### config.mk
export PLATFORM = sky130hd
export DESIGN_NAME = eth_pipe
export DESIGN_NICKNAME = d
export VERILOG_FILES = /design/src/rtl/eth_pipe.sv
export SDC_FILE = /design/constraint.sdc
export NUM_CORES = 1
export LEC_CHECK = 0
export CAP_MARGIN = 0
export CORE_UTILIZATION = 59
export CTS_CLUSTER_SIZE = 10
export DETAILED_ROUTE_END_ITERATION = 6
export PLACE_DENSITY = 0.83
export SETUP_SLACK_MARGIN = 0.02
export SYNTH_ARGS = -nofsm -noshare
export SYNTH_HDL_FRONTEND = slang
export SYNTH_SLANG_ARGS = --single-unit
### constraint.sdc
create_clock -name sys_clk -period 3.1 [get_ports sys_clk]
set_clock_uncertainty 0.15 [all_clocks]
set_input_delay 0.31 -clock sys_clk [delete_from_list [all_inputs] [get_ports sys_clk]]
set_output_delay 0.31 -clock sys_clk [all_outputs]
set_load 0.005 [all_outputs]
### src/rtl/eth_pipe.sv
// GMII receive pipeline: captures one Ethernet frame at a time into a host RX slot
// (header words 0..2, frame data from word 3), timestamped from a free-running counter.
module eth_pipe (
  input  logic        sys_clk,
  input  logic        sys_rst_n,
  input  logic        global_counter_rst,
  output logic [63:0] global_counter,
  input  logic [7:0]  gmii0_rxd,
  input  logic        gmii0_rx_dv,
  output logic [7:0]  gmii0_txd,
  output logic        gmii0_tx_en,
  output logic [31:0] slot0_rx_eth_data,
  output logic [3:0]  slot0_rx_eth_byte_en,
  output logic [10:0] slot0_rx_eth_address,
  output logic        slot0_rx_eth_wr_en,
  input  logic        slot0_rx_empty,
  output logic        slot0_rx_complete
);

  localparam logic [3:0] IDLE     = 4'd0;
  localparam logic [3:0] PREAMBLE = 4'd1;
  localparam logic [3:0] DATA     = 4'd2;
  localparam logic [3:0] FLUSH    = 4'd3;
  localparam logic [3:0] HDR0     = 4'd4;
  localparam logic [3:0] HDR1     = 4'd5;
  localparam logic [3:0] HDR2     = 4'd6;
  localparam logic [3:0] DONE     = 4'd7;
  localparam logic [3:0] DROP     = 4'd8;

  localparam logic [7:0] PRE_BYTE = 8'h55;
  localparam logic [7:0] SFD_BYTE = 8'hD5;

  logic [7:0]  rxd_q;
  logic        dv_q;
  logic [3:0]  state;
  logic [63:0] timestamp;
  logic [15:0] length;
  logic [1:0]  lane;
  logic [23:0] word_buf;
  logic [11:0] wr_addr;
  logic        slot_full;

  assign gmii0_txd   = 8'h00;
  assign gmii0_tx_en = 1'b0;

  // Slot writes are registered on the transition, so each state name matches the word
  // currently on the slot bus (FLUSH carries the partial word, HDRn carries word n).
  always_ff @(posedge sys_clk) begin
    if (!sys_rst_n) begin
      rxd_q                <= 8'h00;
      dv_q                 <= 1'b0;
      global_counter       <= 64'd0;
      state                <= IDLE;
      timestamp            <= 64'd0;
      length               <= 16'd0;
      lane                 <= 2'd0;
      word_buf             <= 24'd0;
      wr_addr              <= 12'd0;
      slot_full            <= 1'b0;
      slot0_rx_eth_data    <= 32'd0;
      slot0_rx_eth_byte_en <= 4'h0;
      slot0_rx_eth_address <= 11'd0;
      slot0_rx_eth_wr_en   <= 1'b0;
      slot0_rx_complete    <= 1'b0;
    end else begin
      rxd_q <= gmii0_rxd;
      dv_q  <= gmii0_rx_dv;

      if (global_counter_rst) global_counter <= 64'd0;
      else                    global_counter <= global_counter + 64'd1;

      slot0_rx_eth_data    <= 32'd0;
      slot0_rx_eth_byte_en <= 4'h0;
      slot0_rx_eth_address <= 11'd0;
      slot0_rx_eth_wr_en   <= 1'b0;
      slot0_rx_complete    <= 1'b0;

      if (!slot0_rx_empty) slot_full <= 1'b0;

      case (state)
        IDLE: begin
          if (dv_q) state <= (rxd_q == PRE_BYTE) ? PREAMBLE : DROP;
        end
        PREAMBLE: begin
          if (!dv_q) begin
            state <= IDLE;
          end else if (rxd_q == PRE_BYTE) begin
            state <= PREAMBLE;
          end else if (rxd_q == SFD_BYTE && slot0_rx_empty && !slot_full) begin
            timestamp <= global_counter;
            length    <= 16'd0;
            lane      <= 2'd0;
            word_buf  <= 24'd0;
            wr_addr   <= 12'd3;
            state     <= DATA;
          end else begin
            state <= DROP;
          end
        end
        DATA: begin
          if (dv_q) begin
            if (length != 16'hFFFF) length <= length + 16'd1;
            lane <= lane + 2'd1;
            case (lane)
              2'd0: word_buf[7:0]   <= rxd_q;
              2'd1: word_buf[15:8]  <= rxd_q;
              2'd2: word_buf[23:16] <= rxd_q;
              default: begin
                // wr_addr[11] marks the slot as overflowed; keep it parked there.
                if (!wr_addr[11]) begin
                  slot0_rx_eth_data    <= {rxd_q, word_buf};
                  slot0_rx_eth_byte_en <= 4'hF;
                  slot0_rx_eth_address <= wr_addr[10:0];
                  slot0_rx_eth_wr_en   <= 1'b1;
                  wr_addr              <= wr_addr + 12'd1;
                end
                word_buf <= 24'd0;
              end
            endcase
          end else begin
            if (lane != 2'd0 && !wr_addr[11]) begin
              slot0_rx_eth_data    <= {8'h00, word_buf};
              slot0_rx_eth_address <= wr_addr[10:0];
              slot0_rx_eth_wr_en   <= 1'b1;
              case (lane)
                2'd1:    slot0_rx_eth_byte_en <= 4'h1;
                2'd2:    slot0_rx_eth_byte_en <= 4'h3;
                default: slot0_rx_eth_byte_en <= 4'h7;
              endcase
            end
            state <= FLUSH;
          end
        end
        FLUSH: begin
          slot0_rx_eth_data    <= {16'h0000, length};
          slot0_rx_eth_byte_en <= 4'hF;
          slot0_rx_eth_address <= 11'd0;
          slot0_rx_eth_wr_en   <= 1'b1;
          state                <= HDR0;
        end
        HDR0: begin
          slot0_rx_eth_data    <= timestamp[31:0];
          slot0_rx_eth_byte_en <= 4'hF;
          slot0_rx_eth_address <= 11'd1;
          slot0_rx_eth_wr_en   <= 1'b1;
          state                <= HDR1;
        end
        HDR1: begin
          slot0_rx_eth_data    <= timestamp[63:32];
          slot0_rx_eth_byte_en <= 4'hF;
          slot0_rx_eth_address <= 11'd2;
          slot0_rx_eth_wr_en   <= 1'b1;
          state                <= HDR2;
        end
        HDR2: begin
          slot0_rx_complete <= 1'b1;
          slot_full         <= 1'b1;
          state             <= DONE;
        end
        DONE: begin
          state <= IDLE;
        end
        DROP: begin
          if (!dv_q) state <= IDLE;
        end
        default: state <= IDLE;
      endcase
    end
  end

endmodule

==> results of run 1 <==
==> cell type report <==
cell class | count | area, µm² | area share [%]
Clock buffer | 28 | 701 | 5.61
Clock inverter | 3 | 26.3 | 0.210
Inverter | 27 | 101 | 0.812
Multi-Input combinational cell | 856 | 4950 | 39.6
Sequential cell | 244 | 4880 | 39.1
Tap cell | 220 | 275 | 2.21
Timing Repair Buffer | 161 | 1550 | 12.4
==> per-layer routing <==
layer  routed length [µm]  vias to the layer above
met4                 1050                        0
li1                     -                     4423
met5                    0                        -
met3                 2270                       95
met2                13500                      458
met1                11300                     4487
==> power breakdown <==
group          internal (W)  switching [W]
clock               0.00159        0.00117
combinational     0.0000414      0.0000760
sequential          0.00315      0.0000111
total               0.00477        0.00126
==> per-stage QoR <==
stage / hold slack (ns) / area, µm²
6_report: 0.218 / 12500
5_1_grt: 0.205 / 12500
4_1_cts: 0.204 / 12500
3_5_place_dp: 0.295 / 11800
3_3_place_gp: 0.288 / 11800
2_1_floorplan: 0.281 / 10300
==> cells by family (layout without fill, tap and decap cells) <==
logic type	Yosys count	after routing	share of synthesized area, %
multiplexers	36	36	3.89
AND/OR/NAND/NOR	527	527	25.4
AO/OA/AOI/OAI	233	233	13.7
adder cells (fa/ha/maj)	8	8	0.972
flip-flops	244	244	47.4
other	1	9	0.0364
XOR/XNOR	43	43	3.66
buffers and inverters	111	219	4.95
==> cells in the mapped netlist (all sizes together) (5+ instances only) <==
cell,count,area (µm²)
a22oi,17,128
o211ai,5,37.5
nor4,14,115
a222oi,16,160
o31ai,19,156
a21oi,136,681
nand2,196,738
and3,21,131
buf,37,231
o21ai,26,130
mux2,32,360
nor2,102,385
inv,27,101
dfxtp,244,4880
ha,8,100
or3,30,188
xor2,28,245
clkbuf,47,176
nor3,14,75.1
nand3,49,245
nand4,36,238
or4,19,143
o21a,5,37.5
xnor2,15,131
nand2b,8,50.1
and2,19,119
==> cells in the final DEF, fill, tap and decap left out, types with 3 or more instances in the layout <==
cell | netlist | routed
a21oi_1 | 136 | 136
a222oi_1 | 16 | 16
a22oi_1 | 17 | 17
and2_1 | 19 | 18
and3_1 | 21 | 21
and4_1 | 3 | 3
buf_4 | 14 | 34
clkbuf_16 | 0 | 28
clkdlybuf4s50_1 | 0 | 125
conb_1 | 1 | 9
dfxtp_1 | 244 | 244
ha_1 | 8 | 8
inv_1 | 27 | 26
mux2_2 | 32 | 32
mux2i_1 | 4 | 4
nand2_1 | 195 | 194
nand2b_1 | 8 | 7
nand3_1 | 49 | 49
nand4_1 | 34 | 34
nor2_1 | 101 | 101
nor3_1 | 13 | 12
nor4_1 | 11 | 11
o211ai_1 | 5 | 5
o21a_1 | 5 | 5
o21ai_0 | 24 | 24
o31ai_1 | 18 | 18
or3_1 | 30 | 30
or4_1 | 19 | 19
xnor2_1 | 15 | 15
xor2_1 | 28 | 28
==> sequential cells by signal (all words and copies together), names as in the netlist <==
signal / flops
slot0_rx_eth_byte_en: 4
slot_full: 1
wr_addr: 12
state: 4
slot0_rx_eth_data: 32
lane: 2
rxd_q: 8
length: 16
timestamp: 64
dv_q: 1
slot0_rx_eth_address: 11
global_counter: 64
word_buf: 24
slot0_rx_complete: 1
==> path summary, 6_finish.rpt <==
| kind | end | slack (ns) | cells past startpoint |
|---|---|---|---|
| min reg2reg | timestamp[23] | 0.30 | 2 |
| max reg2reg | global_counter[60] | 0.19 | 5 |
| min | rxd_q[0] | 0.22 | 2 |
| max | global_counter[60] | 0.19 | 5 |
==> impl_summary.txt, run 1 <==
----------------------------------------------------
[Outcome]
  Run status ... finished, violations left
  Failing checks ... DRC

[Logic synthesis]
  Post-synthesis register bit count ... 244
  Async set-or-reset flop fraction in the synthesized netlist ... 0%
  Number of warnings issued by yosys ... 0
  Gate Count Post-Synth ... 1,203
  Most common flop cell mapped by yosys ... dfxtp_1
  Part of the Yosys area used for sequential elements ... 47.4%
  Cell area after synthesis ... 10,300 µm²
  Number of enable flip-flop cells after synthesis ... 0
  Mean cell area of the mapped netlist ... 8.56 µm²
  Yosys cell types ... 58

[Critical path]
  Worst Setup SP ... global_counter[31]
  CP max FO ... 15
  Critical R2R Launch ... global_counter[31]
  CP Data Required Time ... 3.42 ns
  Largest stage delay on the critical path ... 0.72 ns
  Cell with the largest stage delay on the worst path ... nor4_1
  Category of the most critical setup path ... reg2reg
  Worst Setup Start Kind ... flip-flop
  CP Buf/Inv Count ... 0
  Worst Path Arrival ... 3.22 ns
  Family with the most delay on the worst path ... simple AND/OR/NAND/NOR gates
  Capturing element type of the critical path ... flip-flop
  Worst-path cell chain ... nand4_1, nor4_1, nand4_2, or4_1, a21oi_1

[Placement]
  Placed cell count ... 1,508
  DP HPWL ... 18,900 µm
  Place WS ... 0.340 ns
  Last weighted congestion value of the routability-driven placer ... 0.899
  Port bufs ... 125

[Min path]
  Worst Min Path Start ... gmii0_rxd[0]
  Hold WC Path Type ... in2reg

[Power and ir drop]
  Cell area power density ... 483 nW/µm²
  Max IR drop VDD ... 0.455 mV
  Overall power of the completed layout ... 0.00603 W
  Leakage power ... 4.11 nW

[GRT]
  Largest net degree at the start of global routing ... 68
  GR Layer Usage met2 ... 50.9%
  First-pass GRT wire length ... 44,800 µm
  Layer carrying the most global-route usage ... met2
  Met1 track demand over resource in global routing ... 40.2%
  Number of antenna violations at the first check in global routing ... 0
  GRT Resource Usage Total ... 30.9%
  Global route total overflow ... 0
  Met3 Use GR ... 4.88%
  Via count of the first global-routing pass ... 8,786

[Layout]
  Share of the core filled with cells ... 74.2%
  Area grow syn2layout ... 21.2%
  Fill cell count ... 1,269
  Final non-filler cell total ... 1,539
  Share of cells above drive strength 1 ... 9.17%
  Antenna cell count ... 0
  Final Net Count ... 1,339

[Floorplanning]
  Total number of placement rows ... 47
  DIE WIDTH ... 134 µm
  Die height ... 134 µm
  Starting density of the core ... 61.2%
  Core region area ... 16,800 µm²
  Die area ... 18,000 µm²
  Boundary Pins ... 135

[Run]
  Number of max-capacitance violations reported ... 0

[STA]
  Final-layout setup total negative slack ... 0 ns
  Max-slew violation count ... 0
  Final worst path period need ... 2.91 ns
  Maximum clock frequency ... 344 MHz
  Worst-Margin Slew ... 0.742 ns
  Number of hold violations in the final report ... 0
  Fraction of the cycle the final worst path needs ... 93.8%
  Unrepaired setup endpoints after global routing ... no
  Worst max-slew margin expressed relative to the limit ... 50.1%
  Total of endpoints with negative setup slack in the final report ... 0
  Post-route worst setup slack ... 0.193 ns

[Route]
  Detail Route Antenna Nets ... 0
  Drt first-iter violations ... 1,007
  Via-to-Cell Ratio ... 6.15
  Number of vias in the routed layout ... 9,463
  Average routed wire per standard cell ... 18.2 µm
  1st-pass router iterations ... 7
  Detailed Route WL ... 28,100 µm
  DRC ... 2

[CTS]
  Maximum buffer depth of the clock tree ... 3
  Resized cells post-CTS ... 0
  CTS Root Buffer Type ... clkbuf_16
  Clock H-tree levels ... 1
  Clock slew at reported path FFs ... 0.05 ns
  Total number of clock tree sinks ... 244
  Clock tree from TritonCTS ... yes
  Quantity of hold-fixing buffers added after cts ... 0
  Clock network latency to the later pin of the worst-skew pair ... 0.54 ns
  Post-CTS repair timing setup buffer count ... 0
  TritonCTS Buffers ... 28

----------------------------------------------------
Note: power is estimated with default switching activity, not from simulation.
==> run 2, diff against run 1 <==
- CORE_UTILIZATION: 59 -> 55
- PLACE_DENSITY: 0.83 -> not set
- PLACE_DENSITY_LB_ADDON: not set -> 0.08
- clock period: 3.1 -> 3.2 ns (I/O delays scaled with it)
==> run 2 against run 1 <==
The run still ends with DRC left. First-iteration DRC count decreased by 9.9%. Worst setup slack improved by 0.079 ns. Flip-flop and latch count unchanged. Total power decreased by 0.65%. Register-to-register slack better by 0.08 ns. Hold slack better by 0.0080 ns. Clock-buffer cell count rose by 3. Cell area about the same. Via count decreased by 3.2%. Largest cell class unchanged. Largest power group unchanged.
==> impl_summary.txt, run 2 (synthesized netlist as in run 1, its figures left out) <==
----------------------------------------------------
[Power and ir drop]
  Flop pwr share ... 51.0%
  Internal power consumption ... 0.00475 W
  Combinational fraction of design power ... 1.9%
  Fraction of power spent switching nets ... 20.7%
  Leakage power ... 4.10 nW
  Cell area power density ... 480 nW/µm²
  Max IR drop VDD ... 0.447 mV
  Net switching power ... 0.00124 W
  Clock power share ... 47.1%

[Outcome]
  Run status ... finished, violations left
  Failing checks ... DRC

[Placement]
  Port bufs ... 125
  Last weighted congestion value of the routability-driven placer ... 0.913
  DP HPWL ... 18,800 µm

[Route]
  Detailed Route WL ... 27,700 µm
  Number of vias in the routed layout ... 9,164
  Detail Route Antenna Nets ... 0
  Average routed wire per standard cell ... 17.9 µm
  Via-to-Cell Ratio ... 5.93
  1st-pass router iterations ... 7
  DRC ... 14
  Drt first-iter violations ... 907

[GRT]
  Via count of the first global-routing pass ... 8,220
  GRT Resource Usage Total ... 28.1%
  Number of antenna violations at the first check in global routing ... 0
  Global route total overflow ... 0
  First-pass GRT wire length ... 43,600 µm
  Largest net degree at the start of global routing ... 70

[Min path]
  Hold WC Path Type ... in2reg
  Hold endpoint ... rxd_q[1]
  Worst Min Path Start ... gmii0_rxd[1]
  Cell count of the worst hold path ... 2

[CTS]
  Quantity of hold-fixing buffers added after cts ... 0
  TritonCTS Buffers ... 28
  Resized cells post-CTS ... 0
  Clock slew at reported path FFs ... 0.05 ns
  Clock tree from TritonCTS ... yes
  Maximum buffer depth of the clock tree ... 3
  CTS Root Buffer Type ... clkbuf_16
  Total number of clock tree sinks ... 244
  Clock H-tree levels ... 1
  Clock network latency to the later pin of the worst-skew pair ... 0.53 ns
  Post-CTS repair timing setup buffer count ... 0

[Critical path]
  Worst r2r dst ... global_counter[60]
  Worst Setup Start Kind ... flip-flop
  Flop-to-flop setup slack ... 0.27 ns
  Critical R2R Launch ... global_counter[31]
  CP max FO ... 15
  Category of the most critical setup path ... reg2reg
  CP Data Required Time ... 3.52 ns
  Worst Path Arrival ... 3.24 ns
  Capturing element type of the critical path ... flip-flop
  Worst R2R Path Depth ... 5

[STA]
  Max-slew violation count ... 0
  Worst-Margin Slew ... 1.01 ns
  Maximum clock frequency ... 342 MHz
  Number of hold violations in the final report ... 0
  Unrepaired setup endpoints after global routing ... no
  Final-layout setup total negative slack ... 0 ns
  Worst slack on hold paths ... 0.226 ns
  Final worst path period need ... 2.93 ns
  Total of endpoints with negative setup slack in the final report ... 0
  Worst max-slew margin expressed relative to the limit ... 32.2%
  Fraction of the cycle the final worst path needs ... 91.5%

[Layout]
  Highest-count cells in the layout ignoring fill and taps ... 243 x dfxtp_1, 194 x nand2_1, 136 x a21oi_1
  Registers with the most flip-flops ... global_counter x64, timestamp x64, slot0_rx_eth_data x32
  Area grow syn2layout ... 21.3%
  Most common library cell in the layout ignoring fill and taps ... dfxtp_1
  Share of the core filled with cells ... 68.8%
  Share of cells above drive strength 1 ... 8.89%
  Antenna cell count ... 0
  Final Net Count ... 1,335
  Fill cell count ... 1,527

[Floorplanning]
  DIE WIDTH ... 139 µm
  Die area ... 19,300 µm²
  Boundary Pins ... 135
  Core region area ... 18,100 µm²
  Starting density of the core ... 56.7%
  Die height ... 139 µm
  Total number of placement rows ... 49

[Run]
  Number of max-capacitance violations reported ... 0

----------------------------------------------------
-- run 2: final cells by class --
class                   count  area (µm²)  share of cell area [%]
inverters                  27         101                   0.811
clock buffers              31         733                    5.87
well taps                 229         287                    2.29
flip-flops and latches    244        4890                    39.1
clock inverters             1        30.0                   0.240
repair buffers            157        1500                    12.0
multi-input cells         856        4950                    39.6
-- run 2: worst max-delay path, cell delays in order, from the launching register on --
cell and delay [ns]:
dfxtp_1 0.45, nand4_1 0.25, nor4_1 0.72, nand4_2 0.53, or4_1 0.61, a21oi_1 0.14
-- run 2: worst max path at each step --
stage,endpoint,slack (ns),from,cells past startpoint
after detailed placement,length[12],0.40,slot0_rx_empty,6
after global placement,length[5],0.51,slot0_rx_empty,6
after floorplan,global_counter[52],1.01,global_counter[0],7
after CTS,global_counter[60],0.36,global_counter[31],5
final,global_counter[60],0.27,global_counter[31],5
after global routing,global_counter[56],0.07,global_counter[31],5
-- run 2: power groups by stage --
stage	combinational, W	sequential (W)	clock [W]
finish	0.000111	0.00306	0.00282
global route	0.000119	0.00306	0.00296
CTS	0.000109	0.00306	0.00285
detailed placement	0.000109	0.00312	0
global placement	0.000108	0.00312	0
floorplan	0.0000640	0.00312	0
-- run 2: routing by layer --
layer	vias to the layer above	share of wire, %	routed length (µm)	GRT usage (%)
li1	4419	-	-	-
met1	4357	45	12500	38.6
met2	336	46	12800	45.2
met3	52	6.3	1740	4.73
met4	0	2.4	657	8.71
met5	-	0	0	0
-- run 2: through the flow --
step / worst slack (ns) / area (µm²) / instances / power [W]
after global placement: 0.511 / 11700 / 1513 / 0.00323
after floorplan: 1.01 / 10300 / 1211 / 0.00318
after global routing: 0.0698 / 12500 / 1545 / 0.00613
after detailed placement: 0.397 / 11700 / 1513 / 0.00323
after CTS: 0.363 / 12500 / 1545 / 0.00602
final: 0.272 / 12500 / 1545 / 0.00599
